==> src/rtl/load_gather.sv <==
// load_gather: vector-load feeder for the register-load stage.
// Takes one request (base, count, optional stride), issues one element read
// per memory handshake and packs the in-order responses into LANES-wide
// single-cycle beats.
// Build option: define LOAD_GATHER_STRIDE_EN to add req_stride_i; without it
// the element stride is fixed at 1.
module load_gather #(
    parameter int NSIG   = 31,
    parameter int LANES  = 8,
    parameter int AW     = 32,
    parameter int MAXCNT = 64,
    parameter int CW     = $clog2(MAXCNT + 1)
) (
    input  logic                      clk,
    input  logic                      rst,
    input  logic                      req_valid_i,
    output logic                      req_ready_o,
    input  logic [AW-1:0]             req_base_i,
    input  logic [CW-1:0]             req_count_i,
`ifdef LOAD_GATHER_STRIDE_EN
    input  logic [AW-1:0]             req_stride_i,
`endif
    output logic                      mem_valid_o,
    input  logic                      mem_ready_i,
    output logic [AW-1:0]             mem_addr_o,
    input  logic                      rsp_valid_i,
    input  logic [NSIG:0]             rsp_data_i,
    output logic                      beat_valid_o,
    output logic [LANES-1:0][NSIG:0]  beat_data_o,
    output logic [LANES-1:0]          beat_mask_o,
    output logic                      beat_last_o,
    output logic                      busy_o
);

    localparam int LW = (LANES > 1) ? $clog2(LANES) : 1;

    typedef enum logic {
        IDLE = 1'b0,
        RUN  = 1'b1
    } state_t;

    state_t                   state_q;
    state_t                   state_d;
    logic [AW-1:0]            addr_q;
    logic [AW-1:0]            stride_q;
    logic [CW-1:0]            count_q;
    logic [CW-1:0]            issued_q;
    logic [CW-1:0]            recv_q;
    logic [LW-1:0]            lane_q;
    logic [LANES-1:0][NSIG:0] acc_q;
    logic [LANES-1:0]         mask_q;
    logic [LANES-1:0][NSIG:0] acc_ins;
    logic [LANES-1:0]         mask_ins;
    logic [CW-1:0]            cnt_clamp;
    logic                     req_fire;
    logic                     start;
    logic                     issue_fire;
    logic                     rsp_take;
    logic                     rsp_final;
    logic                     beat_emit;

    // Request acceptance; oversized counts clamp, zero counts are a no-op
    assign req_ready_o = (state_q == IDLE) && !rst;
    assign req_fire    = req_valid_i && req_ready_o;
    assign cnt_clamp   = (req_count_i > CW'(MAXCNT)) ? CW'(MAXCNT) : req_count_i;
    assign start       = req_fire && (cnt_clamp != '0);

    // Issue side: address register advances by stride, so it holds while stalled
    assign busy_o      = (state_q == RUN);
    assign mem_valid_o = (state_q == RUN) && (issued_q != count_q);
    assign mem_addr_o  = addr_q;
    assign issue_fire  = mem_valid_o && mem_ready_i;

    // Receive side: responses beyond count or while idle are dropped
    assign rsp_take  = (state_q == RUN) && rsp_valid_i && (recv_q != count_q);
    assign rsp_final = rsp_take && (recv_q == (count_q - CW'(1)));
    assign beat_emit = rsp_take && ((lane_q == LW'(LANES - 1)) || rsp_final);

`ifdef LOAD_GATHER_STRIDE_EN
    // Latch the stride with the request
    always_ff @(posedge clk or posedge rst) begin
        if (rst) begin
            stride_q <= '0;
        end else if (start) begin
            stride_q <= req_stride_i;
        end
    end
`else
    assign stride_q = AW'(1);
`endif

    // State register
    always_ff @(posedge clk or posedge rst) begin
        if (rst) begin
            state_q <= IDLE;
        end else begin
            state_q <= state_d;
        end
    end

    // Next state: RUN on a non-empty request, back to IDLE on the final response
    always_comb begin
        state_d = state_q;
        case (state_q)
            IDLE:    if (start) state_d = RUN;
            RUN:     if (rsp_final) state_d = IDLE;
            default: state_d = IDLE;
        endcase
    end

    // Address, issue and receive counters
    always_ff @(posedge clk or posedge rst) begin
        if (rst) begin
            addr_q   <= '0;
            count_q  <= '0;
            issued_q <= '0;
            recv_q   <= '0;
            lane_q   <= '0;
        end else if (start) begin
            addr_q   <= req_base_i;
            count_q  <= cnt_clamp;
            issued_q <= '0;
            recv_q   <= '0;
            lane_q   <= '0;
        end else begin
            if (issue_fire) begin
                addr_q   <= addr_q + stride_q;
                issued_q <= issued_q + 1'b1;
            end
            if (rsp_take) begin
                recv_q <= recv_q + 1'b1;
                lane_q <= (lane_q == LW'(LANES - 1)) ? '0 : lane_q + 1'b1;
            end
        end
    end

    // Accumulator view with the incoming element already inserted
    always_comb begin
        acc_ins          = acc_q;
        mask_ins         = mask_q;
        acc_ins[lane_q]  = rsp_data_i;
        mask_ins[lane_q] = 1'b1;
    end

    // Stage p0: accumulate elements, clearing whenever a beat leaves
    always_ff @(posedge clk or posedge rst) begin
        if (rst) begin
            acc_q  <= '0;
            mask_q <= '0;
        end else if (beat_emit) begin
            acc_q  <= '0;
            mask_q <= '0;
        end else if (rsp_take) begin
            acc_q  <= acc_ins;
            mask_q <= mask_ins;
        end
    end

    // Stage p1: registered one-cycle beat to the register-load stage
    always_ff @(posedge clk or posedge rst) begin
        if (rst) begin
            beat_valid_o <= 1'b0;
            beat_last_o  <= 1'b0;
            beat_data_o  <= '0;
            beat_mask_o  <= '0;
        end else begin
            beat_valid_o <= beat_emit;
            beat_last_o  <= rsp_final;
            if (beat_emit) begin
                beat_data_o <= acc_ins;
                beat_mask_o <= mask_ins;
            end
        end
    end

endmodule

==> config.mk <==
export PLATFORM = sky130hd
export DESIGN_NAME = load_gather
export DESIGN_NICKNAME = d
export VERILOG_FILES = /design/src/rtl/load_gather.sv
export SDC_FILE = /design/constraint.sdc
export NUM_CORES = 1
export LEC_CHECK = 0
export CAP_MARGIN = 20
export CORE_ASPECT_RATIO = 1.5
export CORE_MARGIN = 1.5
export CORE_UTILIZATION = 51
export DETAILED_ROUTE_END_ITERATION = 8
export PLACE_DENSITY_LB_ADDON = 0.2
export SYNTH_ARGS = -nofsm -noshare
export SYNTH_HDL_FRONTEND = slang
export SYNTH_SLANG_ARGS = --single-unit
==> constraint.sdc <==
create_clock -name clk -period 18.86 [get_ports clk]
set_clock_uncertainty 0.1 [all_clocks]
set_input_delay 3.772 -clock clk [delete_from_list [all_inputs] [get_ports clk]]
set_output_delay 3.772 -clock clk [all_outputs]
set_load 0.02 [all_outputs]
==> key figures <==
Yosys
  • Post-synthesis mux area share: a little over a fifth
  • Ys async rst share: 100%
  • Syn. warnings: 0
  • Simple-gate share of the synthesized area: under 10%
  • Ys flop type: dfrtp_1
  • Synth Register Bits: slightly below 600
  • Synth Area in Adders: 0.259%
  • Mapped Avg Cell Area: about 12 sq um
  • Synth Area in Compound Gates: 11.0%
  • Syn_nets: 2,481
  • Cells after Synth: between 2,000 and 2,500
  • Number of flops mapped to enable cells by yosys: 0
  • Main combinational cell family by area after synthesis: multiplexers
  • Register area share after synthesis: about half
  • Yosys cell types: 59
  • XOR/XNOR share of the synthesized area: less than 1%
  • Synthesized area: a little under 30,000 sq um

Placed design
  • IO Port Bufs: about 380
  • Cell total after placement: ~3,300
  • RePlAce Congestion: 0.828
  • Placed Area: 32,600 sq um
  • Post-DP HPWL: roughly 48,000 um

Timing
  • Fmax: around 110 MHz
  • Worst hold slack: 385 ps
  • Period utilization: a little under half
  • Fin. max-slew vios: 0
  • Minimum clock period: about 9000 ps
  • Setup violators final: 0
  • Max_slew headroom: 19.8%
  • RSZ-0062 raised after global routing: no
  • Slew @ Worst Pin: 1200 ps
  • Fin. Hold Viols: 0
  • Post-Route Setup TNS: 0 ps

Global route
  • GRT Residual Overflow: 0
  • Largest net degree at the start of global routing: just under 200
  • GRT Overall Usage: between 20 and 30%
  • Vias in the first global route: roughly 21,000
  • First-pass GRT wire length: 125,000 um
  • Antenna violations before repair: 1

Power
  • PnR Total Power: approximately 6.4 mW
  • Combinational power share: around 45%
  • PwrDens: 183 nW/um^2
  • Share of power burned in registers: between 30% and 40%
  • Clk network pwr share: roughly a fifth
  • Internal: about 4 mW
  • Sw Share: 36.9%
  • Leakage: approximately 15 nW
  • Sw power: between 2 and 2.5 mW
  • Maximum vdd ir drop: 0.000134 V

Routing
  • Vias per cell: ~6.0
  • DR WL/cell: 23.0 um
  • Routed vias: just over 20,000
  • Post-route ant nets: 0
  • DRC: 0
  • Detailed Route Iter0 Violations: approximately 1,400
  • Pre-antenna DRT Iters: 6
  • Total Wirelength: 79,200 um

Worst setup path
  • Arrival @ worst endpoint: 5070 ps
  • WP data required: 14,990 ps
  • Setup crit start: rst
  • Critical path startpoint category: input port
  • Critical path class: input port to output port
  • Max FO, Critical Path: 3
  • RR Startpoint: count_q[0]
  • CP Capture Type: output port

Layout
  • Area Growth Syn to Fin: 19.8%
  • Nets: about 2,700
  • Final instance area: around 35,000 sq um
  • Non-Filler Instances: approximately 3,400
  • Share of layout cells above drive strength 1: a little under a quarter

Hold path
  • HP Start: acc_q[151]
  • Hold Path Class: register to register

Clocking
  • Clock tree root buffer cell: clkbuf_16
  • Hold_buf cts: 0
  • Total CTS buffers: between 50 and 60
  • H-tree depth: 2
  • Clock slew at reported path FFs: roughly 70 ps
  • Maximum clock insertion buffer count: 3
  • CTS tree: yes
  • Worst-Skew Late Latency: around 600 ps
  • Sink Count: 587
  • # Post-CTS Setup Buffers: 0
  • Post-CTS sizing: 0

Die
  • Row count: approximately 110
  • Die width: between 150 and 200 um
  • Core Region: 56,000 sq um
  • Initial Util: about half
  • IO Pins: about 380
  • Die area: about 58,000 sq um
  • Die Y: ~300 um

Run
  • Max Cap Viol: 0

Outcome
  • Status: finished clean
[critical path, stage by stage]
cell             delay (ps)
clkdlybuf4s50_1         460
nor2_1                  190
clkdlybuf4s50_1         650
[routing by layer]
layer / global-route usage (%) / wire, um
met1: 36.4 / 33300
met2: 44.6 / 38700
met3: 4.22 / 4560
met4: 9.79 / 2630
met5: 0 / 0
[Yosys cell counts, types with 10 or more instances]
cell       count  area, sq um
dfrtp_1      587        14700
nand3_1      276         1380
mux2_4       253         3800
mux2_2       200         2250
o2bb2ai_1    192         1680
clkbuf_1     104          390
nand2_1      101          379
inv_1         86          323
o21ai_0       85          425
o22ai_1       64          400
buf_2         58          290
nor2_1        46          173
buf_1         34          128
nor2b_1       32          200
buf_12        28          561
a21oi_1       25          125
nor3_1        20          100
a221o_1       18          180
mux2i_1       18          180
or3_1         15         93.8
nand4_1       13         81.3
xnor2_1       13          114
a31oi_1       11         68.8
buf_4         11         82.6
or4_1         11         82.6
and3_1        10         62.6
[logic make-up after synthesis]
kind of cell | count (synthesis)
xor gates and xnor gates | 19
buffers and inverters | 325
muxes | 471
adders and majority gates | 6
and+or+nand+nor | 562
DFF | 587
AOI/OAI and AO/OA | 429
[cell type report]
cell class | count | area [sq um]
clock buffer | 78 | 1660
inverter | 86 | 327
clock inverter | 25 | 377
sequential | 587 | 14700
antenna | 1 | 2.50
timing repair buffer | 416 | 4170
tap | 756 | 946
fill | 4514 | 21200
multi-input combinational | 1487 | 12600
[metrics by stage]
| step | utilization (%) | setup slack [ps] |
|---|---|---|
| after global routing | 62.1 | 9860 |
| final | 62.1 | 9920 |
| after floorplan | - | 6990 |
| after CTS | 61.9 | 9920 |
| after global placement | 58.3 | 9900 |
| after detailed placement | 58.3 | 9940 |
[layout by cell type, fill, tap and decap left out, types with 11 or more instances in the layout]
cell type        count
a21oi_1             24
a221o_1             12
a31oi_1             11
buf_4               34
clkbuf_16           57
clkbuf_8            15
clkdlybuf4s50_1    376
clkinv_2            11
dfrtp_1            587
inv_1               85
mux2_2             200
mux2_4             253
mux2i_1             18
nand2_1            101
nand3_1            276
nand4_1             13
nor2_1              45
nor2b_1             32
nor3_1              19
o21ai_0             84
o22ai_1             64
o2bb2ai_1          192
or3_1               15
or4_1               11
xnor2_1             13
[worst paths after layout]
check	end	slack [ps]	cells after the start
max	req_ready_o	9920	3
min	acc_q[151]	390	1
max reg2reg	beat_data_o[109]	14670	9
min reg2reg	acc_q[151]	390	1
max in group asynchronous	acc_q[111]	12770	7
min in group asynchronous	mem_addr_o[3]	3440	2
[flip-flops by register name, indices dropped and copies added (netlist names)]
register,flops
recv_q,7
busy_o,1
acc_q,256
beat_valid_o,1
mask_q,8
issued_q,7
beat_mask_o,8
mem_addr_o,32
beat_data_o,256
lane_q,3
beat_last_o,1
count_q,7
[power groups by stage]
| stage | Combinational [mW] | Clock [mW] | Sequential, mW |
|---|---|---|---|
| after CTS | 2.88 | 1.26 | 2.23 |
| after global placement | 2.80 | 0 | 2.23 |
| after global routing | 3.07 | 1.31 | 2.30 |
| after detailed placement | 2.87 | 0 | 2.24 |
| after floorplan | 1.62 | 0 | 2.43 |
| final | 2.88 | 1.24 | 2.23 |
(Power assumes the default switching activity.)
